### src/rtl/alu_arb_pkg.sv
// Shared types and constants for the execution-stage ALU arbiter.
package alu_arb_pkg;

    localparam int unsigned DATA_W = 64;
    localparam int unsigned OP_W   = 8;
    localparam int unsigned FLAG_W = 4;
    localparam int unsigned N_REQ  = 2;

    // Flag bit positions within alu_flags / resp_flags.
    localparam int unsigned FLAG_N = 0;
    localparam int unsigned FLAG_Z = 1;
    localparam int unsigned FLAG_C = 2;
    localparam int unsigned FLAG_V = 3;

    typedef logic req_id_t;

    typedef struct packed {
        logic [DATA_W-1:0] operand_a;
        logic [DATA_W-1:0] operand_b;
        logic [OP_W-1:0]   aluop;
    } alu_req_t;

    // Index of a one-hot (or empty) two-way grant vector.
    function automatic req_id_t grant_index(input logic [N_REQ-1:0] grant);
        return req_id_t'(grant[1]);
    endfunction

endpackage

### src/rtl/rr_arbiter2.sv
// Two-way round-robin arbiter; prio names the requester that wins the next tie.
module rr_arbiter2
    import alu_arb_pkg::*;
(
    input  logic             clk,
    input  logic             n_rst,
    input  logic             en,
    input  logic [N_REQ-1:0] req,
    output logic [N_REQ-1:0] grant,
    output logic             prio
);

    always_comb begin
        grant = '0;
        if (en) begin
            case (req)
                2'b01:   grant = 2'b01;
                2'b10:   grant = 2'b10;
                2'b11:   grant = prio ? 2'b10 : 2'b01;
                default: grant = '0;
            endcase
        end
    end

    // The winner hands priority to the other requester; idle cycles leave it alone.
    always_ff @(posedge clk or negedge n_rst) begin
        if (!n_rst) begin
            prio <= 1'b0;
        end else if (|grant) begin
            prio <= ~grant_index(grant);
        end
    end

endmodule

### src/rtl/alu_arbiter.sv
// Shares one combinational ALU between the issue and address paths and
// captures each result into a single tagged response slot.
module alu_arbiter
    import alu_arb_pkg::*;
(
    input  logic              clk,
    input  logic              n_rst,
    input  logic [N_REQ-1:0]  req_valid,
    output logic [N_REQ-1:0]  req_ready,
    input  logic [DATA_W-1:0] req0_operand_a,
    input  logic [DATA_W-1:0] req1_operand_a,
    input  logic [DATA_W-1:0] req0_operand_b,
    input  logic [DATA_W-1:0] req1_operand_b,
    input  logic [OP_W-1:0]   req0_aluop,
    input  logic [OP_W-1:0]   req1_aluop,
    output logic [DATA_W-1:0] alu_a,
    output logic [DATA_W-1:0] alu_b,
    output logic [OP_W-1:0]   alu_op,
    input  logic [DATA_W-1:0] alu_y,
    input  logic [FLAG_W-1:0] alu_flags,
    output logic              resp_valid,
    input  logic              resp_ready,
    output logic              resp_id,
    output logic [DATA_W-1:0] resp_result,
    output logic [FLAG_W-1:0] resp_flags
);

    logic             slot_free_c;
    logic             arb_en_c;
    logic [N_REQ-1:0] grant_c;
    logic             prio;
    req_id_t          sel_id_c;
    alu_req_t         req0_c;
    alu_req_t         req1_c;
    alu_req_t         sel_c;

    // Slot can take a new result if empty or being drained this cycle;
    // nothing is granted while reset is held.
    assign slot_free_c = !resp_valid || resp_ready;
    assign arb_en_c    = slot_free_c && n_rst;

    rr_arbiter2 u_arb (
        .clk   (clk),
        .n_rst (n_rst),
        .en    (arb_en_c),
        .req   (req_valid),
        .grant (grant_c),
        .prio  (prio)
    );

    assign req_ready = grant_c;

    assign req0_c = '{operand_a: req0_operand_a, operand_b: req0_operand_b, aluop: req0_aluop};
    assign req1_c = '{operand_a: req1_operand_a, operand_b: req1_operand_b, aluop: req1_aluop};

    // Idle cycles follow prio so the ALU inputs stay deterministic.
    always_comb begin
        sel_id_c = prio;
        if (|grant_c) begin
            sel_id_c = grant_index(grant_c);
        end
        sel_c = sel_id_c ? req1_c : req0_c;
    end

    assign alu_a  = sel_c.operand_a;
    assign alu_b  = sel_c.operand_b;
    assign alu_op = sel_c.aluop;

    // Response slot: a grant overwrites (no bubble); a bare drain only clears valid.
    always_ff @(posedge clk or negedge n_rst) begin
        if (!n_rst) begin
            resp_valid  <= 1'b0;
            resp_id     <= 1'b0;
            resp_result <= '0;
            resp_flags  <= '0;
        end else if (|grant_c) begin
            resp_valid  <= 1'b1;
            resp_id     <= grant_index(grant_c);
            resp_result <= alu_y;
            resp_flags  <= alu_flags;
        end else if (resp_ready) begin
            resp_valid  <= 1'b0;
        end
    end

endmodule
### config.mk
export PLATFORM = sky130hd
export DESIGN_NAME = alu_arbiter
export DESIGN_NICKNAME = d
export VERILOG_FILES = /design/src/rtl/alu_arb_pkg.sv /design/src/rtl/rr_arbiter2.sv /design/src/rtl/alu_arbiter.sv
export SDC_FILE = /design/constraint.sdc
export NUM_CORES = 1
export LEC_CHECK = 0
export CORE_AREA = 2 2 215 217
export CTS_BUF_LIST = sky130_fd_sc_hd__clkbuf_8
export DETAILED_ROUTE_END_ITERATION = 10
export DIE_AREA = 0 0 217 219
export DONT_BUFFER_PORTS = 1
export PLACE_DENSITY = 0.31
export SLEW_MARGIN = 15
export SYNTH_ARGS = -nofsm -noshare
export SYNTH_HDL_FRONTEND = slang
export SYNTH_SLANG_ARGS = --single-unit
### constraint.sdc
create_clock -name clk -period 1.9 [get_ports clk]
set_input_delay 0.38 -clock clk [delete_from_list [all_inputs] [get_ports clk]]
set_output_delay 0.38 -clock clk [all_outputs]
set_load 0.01 [all_outputs]
==> reports/metrics.yaml, run 1 <==
setup_path:
  critical_path_class: "register to output port"
  ff2ff_path_depth: 5
  slowest_delay_ps: 400
  rrSetupSlack_ps: 320
  rr_endpoint: "resp_result[3]"
  rr_startpoint: "resp_valid"
  cp_max_fo: 8
  crit_path_frequent_cell: "buf_12"
  cp-end-kind: "output port"
  crit_path_top_delay_cell: "dfrtp_1"
  cp-start-kind: "register"
  cp.arrival_ps: 2130
  crit_required_ps: 1520
  crit_chain: "nand2b_4 -> a31o_1 -> a21oi_4 -> buf_12 -> buf_16 -> buf_12 -> buf_12 -> mux2_4"
placed_design:
  place_area_mm2: 0.00528
  dp_hpwl_um: 19800
  dp.cells: 907
  place_ws_ps: -405
  gp_congestion: 0.976
  portBuffers: 0
sta:
  worstMarginPinSlew_ps: 457
  relSlewSlack: 0.695
  min_period_ps: 2510
  final_hold_viol_count: 71
  hold_slack_ps: -301
  rsz0062_at_grt: "yes"
  clock_skew_ps: 7.87
  maxClockFrequency_ghz: 0.398
  setup_viol: 136
  fin_crit_sh: 1.32
  maxSlewViolCount: 0
  fin_tns_setup_ps: -71210
  setup_ws_ps: -610
clocking:
  root_buffer: "clkbuf_8"
  clock-sinks: 71
  clockBufferDepth: 2
  cts_buffers: 9
  clkTransAtPathRegs_ps: 90
  cts_tree: "done"
  htree_levels: 3
  clkLatencyLatePin_ps: 370
synthesis:
  synthesis.area_mm2: 0.00456
  synthCells: 316
  syn_avg_cell_area_um2: 14.4
  synth-seq-cells: 71
  synth_area_leaders: "mux2_2, dfrtp_1, mux2_4"
  yosys.area.top_type_share: 0.405
  synth_nets: 661
  yosysSeqAreaShare: 0.390
  yosysTopAreaCell: "mux2_2"
  ys_types: 18
  yosysWarnings: 0
run_status:
  violations: "negative hold slack, negative setup slack"
  outcome: "finished, violations left"
detailed_routing:
  drtIter0Drc: 74
  wl_um: 24900
  wire_per_inst_um: 26.1
  postRouteAntennaNets: 0
  vias: 3064
  drt_pre_antenna_iters: 4
  viasPerCell: 3.21
  drc: 0
cells_and_area:
  multiInputGateArea_mm2: 0.00286
  seqCellArea_mm2: 0.00178
  num-fill-cells: 5070
  fin_nets: 683
  design_area_mm2: 0.00628
  drive_gt1_frac: 0.755
  fin_cells: 955
  syn2layout_area_growth_pct: 37.7
floorplanning:
  coreArea_mm2: 0.0451
  die_height_um: 219
  ios: 553
  rows: 78
  die_area_mm2: 0.0475
  initial_core_util: 0.101
  fp.dieW_um: 217
global_routing:
  antenna_found_initial: 17
  grt_usage: 0.0970
  grt_max_degree: 76
  overflow: 0
  grt_pass1_vias: 3440
  grt_pass1_wl_um: 30900
job:
  maxCapViolCount: 0
power:
  power.leakage_uw: 0.00262
  irDropWorstVdd_mv: 0.626
  powerDensity_mw_per_mm2: 1060
min_path:
  hp-class: "input port to asynchronous set/reset pin"
-- worst max-delay path, delay by kind of cell, from the launching register on --
kind	cells	cell delay (ps)
flip-flops	1	400
multiplexers	1	330
buffers and inverters	4	540
AND/OR/NAND/NOR	1	80
AO/OA/AOI/OAI	2	380
-- report_power, final --
group,internal (uW),switching [uW],total (uW)
Combinational,1970,1410,3380
Sequential,1790,371,2160
Clock,502,615,1120
Total,4260,2400,6650
-- cells in the mapped netlist --
library cell  instances
mux2_2              164
dfrtp_1              71
mux2_4               40
buf_4                10
buf_2                 7
buf_12                5
a21oi_1               4
a31oi_1               2
buf_6                 2
inv_1                 2
nand2_1               2
a21oi_2               1
a31o_1                1
and2_1                1
nand2b_4              1
nand3_1               1
nor2_1                1
o21ai_2               1
-- logic make-up after synthesis --
group,share of synthesized area
muxes,0.537
DFF,0.390
buffers and inverters,0.0527
AOI/OAI and AO/OA,0.0129
and+or+nand+nor,0.00796
-- worst max-delay path by stage --
stage	cells past startpoint	slack [ps]	to	from
after floorplan	7	-60	alu_a[23]	resp_ready
after global placement	6	-370	alu_a[22]	resp_ready
after detailed placement	6	-400	alu_a[18]	resp_ready
after CTS	8	-670	alu_b[39]	resp_valid
after global routing	8	-710	alu_a[63]	resp_valid
final	8	-610	alu_a[63]	resp_valid
-- flip-flops by register name, summed over array words and instances (netlist names) --
signal,flops
u_arb.prio,1
resp_valid,1
resp_id,1
resp_result,64
resp_flags,4
-- layout make-up --
cell class,instances,share of cell area
sequential,71,0.283
clock buffer,10,0.0219
inverter,2,0.00120
antenna,12,0.00478
timing repair buffer,35,0.109
clock inverter,6,0.00598
multi-input combinational,219,0.455
tap,600,0.120
-- per-layer routing --
| layer | GRT usage | wire length (um) | vias up | part of all wire |
|---|---|---|---|---|
| met5 | 0 | 57 | - | 0.0023 |
| met4 | 0.0683 | 1180 | 8 | 0.047 |
| met3 | 0.0432 | 2890 | 42 | 0.12 |
| met2 | 0.178 | 13600 | 338 | 0.55 |
| met1 | 0.0836 | 7130 | 1457 | 0.29 |
| li1 | - | - | 1219 | - |
-- stage by stage --
step	util	power, uW	hold WS [ps]
after floorplan	-	4140	84.4
after global placement	0.117	4500	87.0
after detailed placement	0.117	4490	86.5
after CTS	0.139	6800	-338
after global routing	0.139	6980	-337
final	0.139	6650	-301
-- layout by cell type, fill, tap and decap left out, drive strengths merged --
cell type / instances
inv: 3
nand3: 1
buf: 34
a21oi: 5
and2: 1
mux2: 204
o21ai: 1
dfrtp: 71
a31oi: 2
clkinv: 3
clkinvlp: 2
nand2: 2
clkbuf: 11
a31o: 1
diode: 12
nor2: 1
nand2b: 1
-- repair_timing --
item | in CTS | in global routing
setup endpoints to repair | 137 | 137
hold endpoints to repair | 71 | 71
cloned | 11 | 1
buffers inserted | 10 | 0
resized for setup | 105 | 2
pin swaps | 2 | 0
(Power assumes the default switching activity.)
==> inputs of run 2 (changes only) <==
--- a/config.mk
+++ b/config.mk
@@ -10,6 +10,7 @@
 export DETAILED_ROUTE_END_ITERATION = 10
 export DIE_AREA = 0 0 217 219
 export DONT_BUFFER_PORTS = 1
+export GPL_TIMING_DRIVEN = 0
 export PLACE_DENSITY = 0.31
 export SLEW_MARGIN = 15
 export SYNTH_ARGS = -nofsm -noshare
==> reports/metrics.yaml, run 2 (synthesized netlist as in run 1, its figures left out) <==
run_status:
  outcome: "finished, violations left"
  violations: "negative hold slack, negative setup slack"
detailed_routing:
  postRouteAntennaNets: 0  # unchanged
  drt_pre_antenna_iters: 4  # unchanged
  vias: 3066  # +0.065%
  wl_um: 24400  # -1.9%
  viasPerCell: 3.21  # +0.17%
  drtIter0Drc: 78  # +5.4%
  wire_per_inst_um: 25.6  # -1.7%
  drc: 0  # unchanged
global_routing:
  antenna_found_initial: 11  # -6
  grt_max_degree: 76  # unchanged
  grt_usage: 0.0923  # -0.00469
  overflow: 0  # unchanged
  grt_pass1_wl_um: 29500  # -4.5%
  grt_pass1_vias: 3412  # -0.81%
sta:
  setup_viol: 137  # +0.74%
  fin_crit_sh: 1.30  # -0.0230
  clock_skew_ps: 10.9  # +3.04 ps
  setup_ws_ps: -566  # +43.8 ps
  rsz0062_at_grt: "yes"
  worstMarginPinSlew_ps: 517  # +59.1 ps
  min_period_ps: 2470  # -43.8 ps
  hold_slack_ps: -300  # +1.15 ps
  maxClockFrequency_ghz: 0.406  # +1.8%
  final_hold_viol_count: 71  # unchanged
  maxSlewViolCount: 0  # unchanged
  relSlewSlack: 0.656  # -0.0394
clocking:
  htree_levels: 3  # unchanged
  clkLatencyLatePin_ps: 370  # about the same
  clkTransAtPathRegs_ps: 80  # about the same
  cts_tree: "done"
  cts_buffers: 9  # unchanged
  root_buffer: "clkbuf_8"
  clockBufferDepth: 2  # unchanged
  clock-sinks: 71  # unchanged
placed_design:
  dp_hpwl_um: 20000  # +0.84%
  dp.cells: 916  # +0.99%
  place_area_mm2: 0.00531  # +0.62%
  place_ws_ps: -394  # +10.9 ps
  portBuffers: 0  # unchanged
  gp_congestion: 0.983  # +0.74%
job:
  maxCapViolCount: 0  # unchanged
cells_and_area:
  utilization: 0.138  # -0.000972
  num-fill-cells: 5072  # +0.039%
  fin_nets: 688  # +0.73%
  syn2layout_area_growth_pct: 36.7
  design_area_mm2: 0.00623  # -0.70%
  drive_gt1_frac: 0.761  # +0.00639
  multiInputGateArea_mm2: 0.00284  # -0.53%
  largest_reg_flops: 64  # unchanged
  reg_top3: "resp_result (64), resp_flags (4)"
  final_cell_mix: "mux2_4, mux2_2, dfrtp_1"
  regMostFlops: "resp_result"
  layout_commonest_cell: "mux2_4"
  fin_cells: 954  # -0.10%
  seqCellArea_mm2: 0.00178  # about the same
floorplanning:
  ios: 553  # unchanged
  fp.dieW_um: 217  # unchanged
  coreArea_mm2: 0.0451  # unchanged
  rows: 78  # unchanged
  die_area_mm2: 0.0475  # unchanged
  die_height_um: 219  # unchanged
  initial_core_util: 0.101  # unchanged
setup_path:
  cp_max_fo: 5  # -3
  cp-end-kind: "output port"
  cp-start-kind: "register"
  cp.arrival_ps: 2090  # -40 ps
  crit_required_ps: 1520  # about the same
  critical_path_class: "register to output port"
  ff2ff_path_depth: 6  # +1
min_path:
  hp-class: "input port to asynchronous set/reset pin"
power:
  powerDensity_mw_per_mm2: 1070  # +1.4%
  irDropWorstVdd_mv: 0.564  # -10%
  power.leakage_uw: 0.00260  # -0.63%
run 2: cell count changes in the layout (fill, tap and decap cells not counted), sizes merged:
cell / change
bufinv: +1
clkbuf: +4
clkinv: -1
diode: -6
inv: +1
run 2: worst paths after layout:
path / start / end / slack [ps]
worst min register to register: u_arb.prio / u_arb.prio / 560
worst max register to register: resp_valid / resp_result[46] / 150
worst min-delay path: n_rst / resp_result[60] / -300
worst max-delay path: resp_valid / alu_op[6] / -570
min in group clk: alu_y[33] / resp_result[33] / 160
max in group asynchronous: n_rst / resp_valid / 2080
run 2: timing repair:
action,in CTS,in global routing
pin swaps,2,1
endpoints found under the hold margin,71,71
cloned,4,6
setup endpoints to repair,164,140
setup buffers,6,2
gates resized for setup,87,24
run 2: critical path, stage by stage, from the launching register on:
cell and delay (ps):
dfrtp_2 430, nand2b_4 80, a31o_1 210, a21oi_4 170
buf_4 150, buf_12 150, clkbuf_16 160, mux2_2 360
run 2: cell type report:
| class | count | area share |
|---|---|---|
| clock inverters | 7 | 0.0106 |
| plain buffers | 23 | 0.0526 |
| flip-flops and latches | 71 | 0.285 |
| repair buffers | 17 | 0.0522 |
| clock buffers | 9 | 0.0199 |
| multi-input cells | 219 | 0.456 |
| well taps | 600 | 0.120 |
| inverters | 2 | 0.00120 |
| diodes | 6 | 0.00241 |
run 2: stage by stage:
stage	setup TNS (ps)	power [uW]
floorplan	-2250	4140
global placement	-44410	4650
detailed placement	-44450	4630
CTS	-88110	6520
global route	-86300	7030
finish	-71490	6700
run 2: where the power goes:
group / internal (uW) / switching, uW
Combinational: 1900 / 1410
Clock: 596 / 612
Sequential: 1790 / 390
Total: 4280 / 2410
run 2: routing by layer:
layer  up-vias  part of all wire  track usage
met2       331              0.56        0.182
met3        36              0.11       0.0385
met4         6             0.040       0.0507
li1       1216                 -            -
met1      1477              0.29       0.0770
met5         -            0.0016            0
==> inputs of run 3 (changes only) <==
--- a/config.mk
+++ b/config.mk
@@ -5,10 +5,11 @@
 export SDC_FILE = /design/constraint.sdc
 export NUM_CORES = 1
 export LEC_CHECK = 0
-export CORE_AREA = 2 2 215 217
+export ABC_AREA = 1
+export CORE_AREA = 2 2 218 220
 export CTS_BUF_LIST = sky130_fd_sc_hd__clkbuf_8
 export DETAILED_ROUTE_END_ITERATION = 10
-export DIE_AREA = 0 0 217 219
+export DIE_AREA = 0 0 220 222
 export DONT_BUFFER_PORTS = 1
 export GPL_TIMING_DRIVEN = 0
 export PLACE_DENSITY = 0.31
==> reports/metrics.yaml, run 3 <==
run_status:
  outcome: "finished, violations left"
  violations: "negative hold slack, negative setup slack"
setup_path:
  slowest_delay_ps: 460  # +30 ps
  rrSetupSlack_ps: 150  # about the same
  cp_max_fo: 10  # +5
  cp.arrival_ps: 1990  # -100 ps
  crit_chain: "a21boi_4 -> nand2_2 -> nand2_4 -> buf_12 -> buf_12 -> buf_8 -> nand3_1 -> nand2_2"
  cp-end-kind: "output port"
  crit_path_top_delay_cell: "dfrtp_2"
  cp-start-kind: "register"
  crit_required_ps: 1520  # about the same
  critical_path_class: "register to output port"
synthesis:
  syn_avg_cell_area_um2: 6.14  # -57%
  synthCells: 760  # +140%
  synthesis.area_mm2: 0.00467  # +2.4%
  ys_types: 15  # -3
  yosysWarnings: 0  # unchanged
  yosys.area.top_type_share: 0.388  # -0.0175
  synth_most_common_cell: "nand2_1"
  synth_nets: 1105  # +67%
  synth-seq-cells: 71  # unchanged
  yosysTopAreaCell: "nand2_1"
  synth-edff-count: 0  # unchanged
  synth_area_leaders: "nand2_1, dfrtp_1, nand3_1"
  yosys_most_used_dff: "dfrtp_1"
  synth-async-reset-ratio: 1.00  # unchanged
  yosysSeqAreaShare: 0.381  # -0.00909
  ys_top_cells_by_count: "nand2_1, nand3_1, dfrtp_1"
cells_and_area:
  num-fill-cells: 5413  # +6.7%
  utilization: 0.140  # +0.00202
  multiInputGateArea_mm2: 0.00321  # +13%
  design_area_mm2: 0.00649  # +4.1%
  reg_top3: "resp_result (64), resp_flags (4)"
  regMostFlops: "resp_result"
  seqCellArea_mm2: 0.00178  # unchanged
  layout_commonest_cell: "nand2_1"
  syn2layout_area_growth_pct: 39.0
  final_cell_mix: "nand2_1, nand2_2, nand3_1"
  fin_nets: 1119  # +63%
  drive_gt1_frac: 0.295  # -0.466
  largest_reg_flops: 64  # unchanged
sta:
  maxClockFrequency_ghz: 0.423  # +4.3%
  setup_ws_ps: -465  # +101 ps
  relSlewSlack: 0.528  # -0.128
  setup_viol: 137  # unchanged
  rsz0062_at_grt: "yes"
  final_hold_viol_count: 71  # unchanged
  worstMarginPinSlew_ps: 708  # +192 ps
  fin_crit_sh: 1.24  # -0.0531
  fin_tns_setup_ps: -51470  # +20,020 ps
  min_period_ps: 2370  # -101 ps
  maxSlewViolCount: 0  # unchanged
  hold_slack_ps: -302  # -2.02 ps
  clock_skew_ps: 10.0  # -0.878 ps
floorplanning:
  ios: 553  # unchanged
  coreArea_mm2: 0.0463  # +2.6%
  initial_core_util: 0.101  # -0.000207
  die_area_mm2: 0.0488  # +2.8%
  rows: 79  # +1.3%
  fp.dieW_um: 220  # +1.4%
  die_height_um: 222  # +1.4%
clocking:
  clockBufferDepth: 2  # unchanged
  clock-sinks: 71  # unchanged
  cts_buffers: 9  # unchanged
  root_buffer: "clkbuf_8"
  cts_tree: "done"
  clkLatencyLatePin_ps: 370  # about the same
  htree_levels: 3  # unchanged
  clkTransAtPathRegs_ps: 90  # about the same
detailed_routing:
  drc: 0  # unchanged
  wl_met2_um: 15900  # +16%
  postRouteAntennaNets: 0  # unchanged
  drt_pre_antenna_iters: 5  # +1
  vias: 5304  # +73%
  top_layer: "met4"
  viasPerCell: 3.82  # +19%
  met1_length_um: 11700  # +67%
  wire_per_inst_um: 22.8  # -11%
  dr_wl_met3_um: 2900  # +6.4%
  drtIter0Drc: 224  # +190%
  wl_um: 31700  # +30%
placed_design:
  dp_hpwl_um: 26900  # +35%
  place_area_mm2: 0.00543  # +2.2%
  portBuffers: 0  # unchanged
  place_ws_ps: -702  # -308 ps
  gp_congestion: 0.870  # -12%
global_routing:
  grt_pass1_vias: 5308  # +56%
  grt_usage: 0.122  # +0.0297
  grt_max_degree: 73  # -3.9%
  grt_pass1_wl_um: 41500  # +41%
  overflow: 0  # unchanged
  antenna_found_initial: 5  # -6
power:
  irDropWorstVdd_mv: 0.388  # -31%
  p_total_uw: 6660  # -0.51%
  powerDensity_mw_per_mm2: 1030  # -4.4%
  power.leakage_uw: 0.00324  # +24%
min_path:
  hp-class: "input port to asynchronous set/reset pin"
job:
  maxCapViolCount: 0  # unchanged
## run 3: what timing repair did
action | in CTS | in global routing
setup buffers | 2 | 1
setup endpoints to repair | 140 | 157
resized for setup | 176 | 67
endpoints found under the hold margin | 71 | 71
pin swaps | 36 | 13
## run 3: per-stage QoR
step	std cells	hold WS, ps
5_1_grt	1390	-344
4_1_cts	1385	-350
2_1_floorplan	760	84.4
3_3_place_gp	1367	86.7
6_report	1390	-302
3_5_place_dp	1367	86.3
## run 3: cell families (layout without fill, tap and decap cells)
group	Yosys count	count (layout)	synth area share
flip-flops	71	71	0.381
AO/OA/AOI/OAI	4	4	0.00804
buffers and inverters	64	83	0.0732
AND/OR/NAND/NOR	621	621	0.538
other	0	4	0
## run 3: per-layer routing
metal,vias up,global-route usage
li1,2411,-
met1,2474,0.131
met4,0,0.0522
met5,-,0
met2,378,0.216
met3,41,0.0398
## run 3: where the power goes
group	leakage [uW]	total, uW	switching [uW]	internal (uW)
Sequential	0.000873	2090	334	1760
Combinational	0.00226	3320	2300	1020
Clock	0.000108	1240	617	627
Total	0.00324	6660	3250	3410
## run 3: final timing paths
path | startpoint | endpoint | depth (start not counted)
worst max-delay path | resp_valid | alu_a[42] | 8
worst min-delay path | n_rst | resp_result[10] | 0
max in group asynchronous | n_rst | resp_valid | 0
worst min register to register | resp_result[3] | resp_result[3] | 2
min in group clk | alu_y[34] | resp_result[34] | 2
worst max register to register | resp_valid | resp_result[26] | 6
## run 3: final cells by class
| cell class | instances | area share |
|---|---|---|
| Tap cell | 607 | 0.117 |
| Clock buffer | 10 | 0.0212 |
| Sequential cell | 71 | 0.274 |
| Inverter | 6 | 0.00347 |
| Multi-Input combinational cell | 625 | 0.495 |
| Timing Repair Buffer | 3 | 0.00347 |
| Clock inverter | 6 | 0.00810 |
| Antenna cell | 4 | 0.00154 |
| Buffer | 58 | 0.0767 |
## run 3: critical path, delay by kind of cell (launching register included)
family                 cells  cell delay (ps)
buffers and inverters      3              440
AO/OA/AOI/OAI              1              220
AND/OR/NAND/NOR            4              480
flip-flops                 1              460
